===== src/rtl/matrix_pkg.sv =====
// matrix_pkg: shared bus map, control bits and FSM states for the LED matrix frame buffer
package matrix_pkg;
    localparam int ROWS_DEFAULT = 16;
    localparam logic [4:0] ADR_CTRL = 5'h10;
    localparam logic [4:0] ADR_STATUS = 5'h11;
    localparam int CTRL_SWAP = 0;
    localparam int CTRL_CLEAR = 1;
    typedef enum logic {IDLE, CLEAR} state_t;
endpackage


===== src/rtl/matrix_fb_regs.sv =====
// matrix_fb_regs: back-buffer row array with byte-lane writes, row clear and async read mux
// Ports: clk_i/rst_ni clock and async active-low reset; we_i/sel_i/dat_i byte-lane write to row adr_i;
//        clr_i/clr_row_i overwrite one row with CLEAR_VAL; rd_dat_o row adr_i; rows_o all rows flattened.
module matrix_fb_regs
    import matrix_pkg::*;
#(
    parameter int ROWS = ROWS_DEFAULT,
    parameter logic [31:0] CLEAR_VAL = 32'h0,
    localparam int AW = $clog2(ROWS)
) (
    input  logic                 clk_i,
    input  logic                 rst_ni,
    input  logic                 we_i,
    input  logic [AW-1:0]        adr_i,
    input  logic [3:0]           sel_i,
    input  logic [31:0]          dat_i,
    input  logic                 clr_i,
    input  logic [AW-1:0]        clr_row_i,
    output logic [31:0]          rd_dat_o,
    output logic [32*ROWS-1:0]   rows_o
);
    for (genvar r = 0; r < ROWS; r++) begin : g_row
        logic [31:0] row;
        // the clear sweep owns the array, so it wins over a bus write
        always_ff @(posedge clk_i or negedge rst_ni)
            if (!rst_ni) row <= '0;
            else if (clr_i && clr_row_i == AW'(r)) row <= CLEAR_VAL;
            else if (we_i && adr_i == AW'(r))
                for (int b = 0; b < 4; b++)
                    if (sel_i[b]) row[8*b +: 8] <= dat_i[8*b +: 8];
        assign rows_o[32*r +: 32] = row;
    end
    assign rd_dat_o = rows_o[32*adr_i +: 32];
endmodule


===== src/rtl/matrix_framebuf.sv =====
// matrix_framebuf: Wishbone-attached double-buffered frame store for the LED matrix scan driver
// Ports: clk_i/rst_ni clock and async active-low reset; cyc_i/stb_i/we_i/adr_i/sel_i/dat_i/dat_o/ack_o
//        Wishbone classic slave; frame_sync_i end-of-frame pulse; fb_o front buffer (row n at [32n+31:32n]);
//        busy_o high while the back buffer is being cleared.
module matrix_framebuf
    import matrix_pkg::*;
#(
    parameter int ROWS = ROWS_DEFAULT,
    parameter logic [31:0] CLEAR_VAL = 32'h0
) (
    input  logic                 clk_i,
    input  logic                 rst_ni,
    input  logic                 cyc_i,
    input  logic                 stb_i,
    input  logic                 we_i,
    input  logic [4:0]           adr_i,
    input  logic [3:0]           sel_i,
    input  logic [31:0]          dat_i,
    output logic [31:0]          dat_o,
    output logic                 ack_o,
    input  logic                 frame_sync_i,
    output logic [32*ROWS-1:0]   fb_o,
    output logic                 busy_o
);
    localparam int AW = $clog2(ROWS);
    state_t state, state_n;
    logic [AW-1:0] clr_row;
    logic [7:0] frame_cnt;
    logic pending, req, wr, ctrl_wr, swap, clr_last;
    logic [31:0] row_rd, rd_data;
    logic [32*ROWS-1:0] back;

    // accesses are held off (not acked) for the whole clear sweep
    assign req = cyc_i & stb_i & ~ack_o & (state == IDLE);
    assign wr = req & we_i;
    assign ctrl_wr = wr & (adr_i == ADR_CTRL);
    assign swap = frame_sync_i & pending & (state == IDLE);
    assign clr_last = clr_row == AW'(ROWS - 1);
    // rows occupy the lower half of the map; everything above STATUS reads as zero
    assign rd_data = !adr_i[4] ? row_rd
                   : adr_i == ADR_STATUS ? {16'h0, frame_cnt, 6'h0, pending, busy_o} : '0;

    matrix_fb_regs #(.ROWS(ROWS), .CLEAR_VAL(CLEAR_VAL)) u_regs (
        .clk_i(clk_i),
        .rst_ni(rst_ni),
        .we_i(wr & ~adr_i[4]),
        .adr_i(adr_i[AW-1:0]),
        .sel_i(sel_i),
        .dat_i(dat_i),
        .clr_i(state == CLEAR),
        .clr_row_i(clr_row),
        .rd_dat_o(row_rd),
        .rows_o(back)
    );

    always_ff @(posedge clk_i or negedge rst_ni)
        if (!rst_ni) state <= IDLE;
        else state <= state_n;

    always_comb begin
        state_n = state == IDLE ? (ctrl_wr && dat_i[CTRL_CLEAR] ? CLEAR : IDLE)
                                : (clr_last ? IDLE : CLEAR);
        busy_o = state == CLEAR;
    end

    // the swap samples the back buffer before any write on the same edge lands
    always_ff @(posedge clk_i or negedge rst_ni)
        if (!rst_ni) begin
            ack_o <= 1'b0;
            dat_o <= '0;
            pending <= 1'b0;
            frame_cnt <= '0;
            clr_row <= '0;
            fb_o <= '0;
        end else begin
            ack_o <= req;
            dat_o <= req && !we_i ? rd_data : '0;
            clr_row <= state == CLEAR && !clr_last ? clr_row + 1'b1 : '0;
            pending <= swap ? 1'b0 : pending | (ctrl_wr & dat_i[CTRL_SWAP]);
            if (swap) begin
                fb_o <= back;
                frame_cnt <= frame_cnt + 8'd1;
            end
        end
endmodule


===== config.mk =====
export PLATFORM = sky130hd
export DESIGN_NAME = matrix_framebuf
export DESIGN_NICKNAME = d
export VERILOG_FILES = /design/src/rtl/matrix_pkg.sv /design/src/rtl/matrix_fb_regs.sv /design/src/rtl/matrix_framebuf.sv
export SDC_FILE = /design/constraint.sdc
export NUM_CORES = 2
export LEC_CHECK = 0
export ABC_AREA = 1
export ABC_CLOCK_PERIOD_IN_PS = 1700
export BUFFER_PORTS_ARGS = -buffer_cell sky130_fd_sc_hd__buf_4
export CORE_ASPECT_RATIO = 1.5
export CORE_MARGIN = 5
export CORE_UTILIZATION = 52
export CTS_BUF_LIST = sky130_fd_sc_hd__clkbuf_16
export CTS_CLUSTER_DIAMETER = 80
export DETAILED_ROUTE_END_ITERATION = 8
export HOLD_SLACK_MARGIN = 0.06
export MAX_ROUTING_LAYER = met4
export PLACE_DENSITY_LB_ADDON = 0.2
export SLEW_MARGIN = 20
export SYNTH_ARGS = -nofsm -noshare
export SYNTH_HDL_FRONTEND = slang
export SYNTH_SLANG_ARGS = --single-unit

===== constraint.sdc =====
create_clock -name clk_i -period 1.7 [get_ports clk_i]
set_input_delay 0.085 -clock clk_i [delete_from_list [all_inputs] [get_ports clk_i]]
set_output_delay 0.085 -clock clk_i [all_outputs]
set_load 0.01 [all_outputs]

; Word level (Yosys, flattened, before mapping)
; Index checks and enable logic that the tools add are counted.
[classes]
n_addsub = 2
n_eq_ne = 32
n_shift = 1
n_mux = 44
n_bitwise = 13
reduce_logical = 183
[op_table]
columns = cell, count
row1 = 2-to-1 mux 32 bit, 34
row2 = variable part select 512 x 10 -> 32 bit, 1
row3 = nonzero test 2 bit, 80
row4 = AND reduction 2 bit, 64
row5 = equality test 4 bit (second input constant), 16
row6 = logical AND 1 bit, 35
row7 = equality test 4 x 3 -> 1 bit (second input constant), 8
row8 = 2-to-1 mux 8 bit, 4
row9 = equality test 4 x 2 -> 1 bit (second input constant), 4
row10 = 2-to-1 mux 16 bit, 1
row11 = equality test 5 bit (second input constant), 2
row12 = AND 1 bit, 9
row13 = adder 8 x 1 -> 8 bit (second input constant), 1
row14 = equality test 4 x 1 -> 1 bit (second input constant), 2
row15 = zero test 4 bit, 2
row16 = adder 4 x 1 -> 4 bit (second input constant), 1
row17 = 2-to-1 mux 1 bit, 4
row18 = 2-to-1 mux 4 bit, 1
row19 = NOT 1 bit, 3
row20 = zero test 1 bit, 2
row21 = OR 1 bit, 1
[totals]
reg_bits = 1071
output_inout_bits = 546
wordCells = 346

; Depth between registers and ports, before layout
[depth]
ltp_word = 8
ltp_mapped = 12
depth_no_buf = 9

; Modules after synthesis
; From an unflattened synthesis, not the netlist that was laid out.
[hier_totals]
hier_cells = 6144
area_unflattened_um2 = 46716.1
[modules_own_cells]
columns = mod, instances, cells_per_inst, area_per_inst_um2, seq_area_each_um2
row1 = matrix_fb_regs, 1, 3792, 25722.2, 12812.3
row2 = matrix_framebuf, 1, 2352, 20993.9, 13988.4

; Worst setup path after synthesis
; OpenSTA, ideal clock, no wires.
[synth_path]
path_type = register to register
start = reg state, in the netlist busy_o
end = reg u_regs.g_row[11].row[5]
setup_time_ps = 129
t_arrival_ps = 1668
t_required_ps = 1571
path_slack_ps = -97
stages_incl_launch_ff = 10
path_cell_list = dfrtp_1 > clkbuf_2 > inv_1 > nand3_1 > nor2_4 > clkbuf_8 > nand3_4 > buf_2 > nand3_1 > o21ai_1
[synth_between]
elab_chain_len = 7
elab_cells_between_ends = 10
cone_classes = 1 x mux / 4 x bitwise / 5 x reduce/logical
[synth_rtl]
columns = item, line_no
row1 = from (decl), matrix_framebuf.sv:26  ; state_t state, state_n;
row2 = from (signal assigned), matrix_framebuf.sv:58  ; else state <= state_n;
row3 = NOT 1 bit, --
row4 = AND 1 bit, matrix_framebuf.sv:34  ; assign req = cyc_i & stb_i & ~ack_o & (state == IDLE);
row5 = AND 1 bit, matrix_framebuf.sv:35  ; assign wr = req & we_i;
row6 = AND 1 bit, matrix_framebuf.sv:46  ; .we_i(wr & ~adr_i[4]),
row7 = logical AND 1 bit, matrix_fb_regs.sv:28  ; else if (we_i && adr_i == AW'(r))
row8 = nonzero test 2 bit (no source line), --
row9 = AND reduction 2 bit (no source line), --
row10 = "to (signal, indexed assignment)", matrix_fb_regs.sv:30  ; if (sel_i[b]) row[8*b +: 8] <= dat_i[8*b +: 8];
row11 = to (decl), matrix_fb_regs.sv:23  ; logic [31:0] row;
; Parallel ways exist; a longest one is shown, timed or not.
; A chain may end at the register's enable or synchronous reset.

; Worst setup path in the final report
[layout_path]
start = reg ack_o
end = reg u_regs.g_row[15].row[8]
[layout_between]
elab_chain_len = 8
[layout_rtl]
columns = item, line_no
row1 = from (decl), matrix_framebuf.sv:20  ; output logic ack_o,
row2 = from (signal assigned), matrix_framebuf.sv:76  ; ack_o <= req;
row3 = NOT 1 bit, matrix_framebuf.sv:34
row4 = AND 1 bit (2 in a row), matrix_framebuf.sv:34
row5 = AND 1 bit, matrix_framebuf.sv:35
row6 = AND 1 bit, matrix_framebuf.sv:46
row7 = logical AND 1 bit, matrix_fb_regs.sv:28
row8 = nonzero test 2 bit (no source line), --
row9 = AND reduction 2 bit (no source line), --
row10 = "to (signal, indexed assignment)", matrix_fb_regs.sv:30
row11 = to (decl), matrix_fb_regs.sv:23
; No other way between the ends.

==> PnR_summary.wiki <==
{| class="wikitable"
! Metric !! Value
|-
| Run status || finished with violations
|-
| Violations in the final reports || negative setup slack
|-
| Crit path kind || reg2reg
|-
| Data arrival at the endpoint of the critical path || 2300 ps
|-
| Count of port buffers added during placement || 592
|-
| Clock sink count || 1,071
|-
| CP max FO || 10
|-
| Chip height || 373.5 µm
|-
| H-Tree Level Count || 3
|-
| Master of the slowest instance on the critical path || dfrtp_1
|-
| Clk buf depth || 3
|-
| Startpoint of the most critical setup path || ack_o
|-
| Worst-Margin Slew || 714.0 ps
|-
| Min-delay worst type || in2async
|-
| Clock network fraction of total power || 0.410
|-
| Part of the Yosys area used for sequential elements || 0.5851
|-
| Synth-to-Final Area Change || 27.10%
|-
| Critical path's largest stage delay || 390 ps
|-
| Cell area after technology mapping || 45,800 µm²
|-
| Smallest setup slack after layout || -59.47 ps
|-
| Setup TNS Final || -260.5 ps
|-
| Launch point of the worst reg-to-reg path || ack_o
|-
| Area share of the largest cell type after synthesis || 0.5851
|-
| Clock transition at the registers of the reported paths || 70 ps
|-
| Non-filler cells, final || 7,240
|-
| Final Max Slew Viols || 0
|-
| Global-route wire length before repair || 245.3 mm
|-
| Residual DRC || 0
|-
| TritonCTS clock tree || done
|-
| Placeable core area || 87,530 µm²
|-
| Final cycle utilization of the critical path || 1.035
|-
| Ports || 593
|-
| Worst setup SP type || flop
|-
| Post-synthesis instance total || 5,267
|-
| DR vias || 41,130
|-
| Post-synthesis average cell area || 8.696 µm²
|-
| Final worst hold slack || 63.79 ps
|-
| Number of synthesis warnings || 0
|-
| Starting density of the core || 0.5233
|-
| Setup repair after global routing missed its margin || true
|-
| Crit path cell chain || nor2_2 -> nand3_4 -> nor2_4 -> buf_12 -> clkbuf_16 -> nand3_4 -> nand3_1 -> o21ai_0
|-
| Total number of nets in the final design || 6,055
|-
| Cell accounting for the most synthesized area || dfrtp_1
|-
| Post-detailed-routing wire length || 169.3 mm
|-
| Switching power share of the total || 0.2595
|-
| Clock period minus worst slack || 1759 ps
|-
| CP endpoint kind || flop
|-
| Overall fraction of global-route tracks in use || 0.3522
|-
| # Max-Cap Violations || 0
|-
| Setup slack at placement || -58.40 ps
|-
| Setup-failing EPs final || 18
|-
| Pin count of the biggest net entering global routing || 107
|-
| Clock buffer count from CTS || 98
|-
| X dimension of the die || 252.3 µm
|-
| Register share of total power || 0.492
|-
| Dominant cells by area after synthesis || dfrtp_1, nand2_1, o21ai_0
|-
| Cell repeated most along the worst path || nand3_4
|-
| DR vias/cell || 5.681
|-
| Routed Antenna Nets || 0
|-
| Static power due to leakage || 0.02861 µW
|-
| Number of nets in the synthesized netlist || 5,319
|-
| Power, Total || 54,870 µW
|-
| Filler Cells Inserted || 7,233
|-
| Combined flip-flop and latch cell area || 26,800 µm²
|-
| Cell count after placement || 6,958
|-
| Area of the die || 94,240 µm²
|-
| Source-to-sink clock delay at the later pin of the worst-skew pair || 710 ps
|-
| Library cells used by synthesis || 31
|-
| FF+latch count, synth || 1,071
|-
| Clock skew || 22.37 ps
|-
| Total global routing overflow || 0
|-
| Number of violations reported at the end of detailed-routing iteration 0 || 4,589
|-
| Power dissipated by switching net loads || 14,240 µW
|-
| Final hold vios || 0
|-
| Root Driver || clkbuf_16
|-
| Part of the power in combinational logic || 0.098
|-
| Share of post-route cells with drive strength above 1 || 0.2011
|-
| Cell Pwr Density || 942.5 nW/µm²
|-
| Number of cell rows || 133
|-
| DP HPWL || 120.3 mm
|-
| Worst endpoint required time || 2240 ps
|-
| Number of iterations in the first detailed-routing pass || 6
|-
| Area of the multi-input gates || 16,770 µm²
|-
| Slew headroom || 0.5224
|-
| Fmax achieved || 568.4 MHz
|-
| Internal power consumption || 40,630 µW
|-
| Placer Congestion || 0.9534
|-
| Initial antenna violation count || 5
|-
| Via count of the first global-routing pass || 39,110
|-
| IR Drop Worst-Case VDD || 774.2 µV
|-
| Wire length per cell after detailed routing || 23.38 µm
|}
final timing paths:
check                                     endpoint  slack, ps  depth (start not counted)
max                        u_regs.g_row[15].row[8]        -60                          8
min                                      fb_o[475]         60                          3
max reg2reg                u_regs.g_row[15].row[8]        -60                          8
min reg2reg                              fb_o[147]        480                          2
max in group asynchronous   u_regs.g_row[1].row[9]        220                          5
min in group clk_i                        dat_o[4]        110                          7
power by group through the flow:
stage | Sequential, µW | Clock, µW | Combinational, µW
after detailed placement | 27500 | 0 | 5050
after global placement | 27400 | 0 | 4980
final | 27000 | 22500 | 5350
after global routing | 27100 | 23700 | 5780
after CTS | 27000 | 22700 | 5180
after floorplan | 27500 | 0 | 1900
synthesized netlist by cell type, drive strengths merged:
| cell type | instances |
|---|---|
| inv | 352 |
| nand3 | 544 |
| nand4 | 1 |
| clkinv | 1 |
| xor2 | 4 |
| buf | 179 |
| xnor2 | 3 |
| a311oi | 1 |
| nor2 | 352 |
| a21oi | 71 |
| o21ai | 907 |
| dfrtp | 1071 |
| nand2 | 1613 |
| nor3 | 1 |
| a31oi | 1 |
| clkbuf | 160 |
| ha | 5 |
| or3 | 1 |
per-layer routing:
layer,up-vias,GRT usage,share of wire
met1,19930,0.4368,0.37
met2,2166,0.5581,0.48
met5,-,-,0
met4,0,0.1953,0.070
met3,502,0.05236,0.082
li1,18530,-,-
cell type report:
type                       count  share of cell area
clock inverter                83             0.01182
antenna                        6           0.0002579
clock buffer                 101             0.04342
tap                         1147             0.02465
sequential                  1071              0.4604
inverter                     353             0.02304
multi-input combinational   3538              0.2880
timing repair buffer         941              0.1483
logic make-up (layout without fill, tap and decap cells):
kind of cell / count (synthesis) / in the layout / share of synthesized area
simple gates: 2512 / 2546 / 0.2368
xor+xnor: 7 / 7 / 0.001339
buf+inv: 692 / 1478 / 0.06819
compound gates: 980 / 980 / 0.1072
fa+ha+maj: 5 / 5 / 0.001366
flops: 1071 / 1071 / 0.5851
other cells: 0 / 6 / 0
critical path: cells and delay by family, from the launching register on:
family	cells	cell delay [ps]
simple gates	5	650
compound gates	1	120
flops	1	390
buf+inv	2	430
sequential cells by signal (all words and copies together) (netlist names):
name	flops
ack_o	1
pending	1
fb_o	512
u_regs.g_row.row	512
clr_row	4
frame_cnt	8
busy_o	1
dat_o	32
per-stage QoR:
stage               instance area [µm²]  utilization
finish                            58210       0.6651
detailed placement                53530       0.6115
global placement                  53530       0.6115
CTS                               57290       0.6546
floorplan                         46110            -
global route                      58210       0.6650
timing repair:
action / 4_1_cts / 5_1_grt
gates resized for setup: 4 / 111
hold buffers: 47 / 0
endpoints found under the setup margin: 86 / 407
pin swaps: 10 / 7
buffers inserted: 1 / 3
endpoints found under the hold margin: 1626 / 0
cloned: 5 / 37
placed cells by master (no fill, tap or decap), types with 4 or more instances in the layout:
cell type	n
inv_6	5
nand2_4	4
buf_6	8
buf_4	778
buf_16	5
nor2_4	7
buf_12	93
o21ai_1	262
nor2_2	10
xor2_1	4
diode_2	6
nand2_2	6
clkinv_2	17
inv_1	368
o21ai_0	643
dlygate4sd3_1	46
inv_2	7
a21oi_1	71
nor2_1	335
nand3_2	65
clkinv_1	16
bufinv_16	10
clkinv_4	5
nand2_1	1603
clkinvlp_4	4
clkbuf_16	109
nand3_4	79
ha_1	5
dfrtp_1	1069
nand3_1	434
Note: power is estimated with default switching activity, not from simulation.
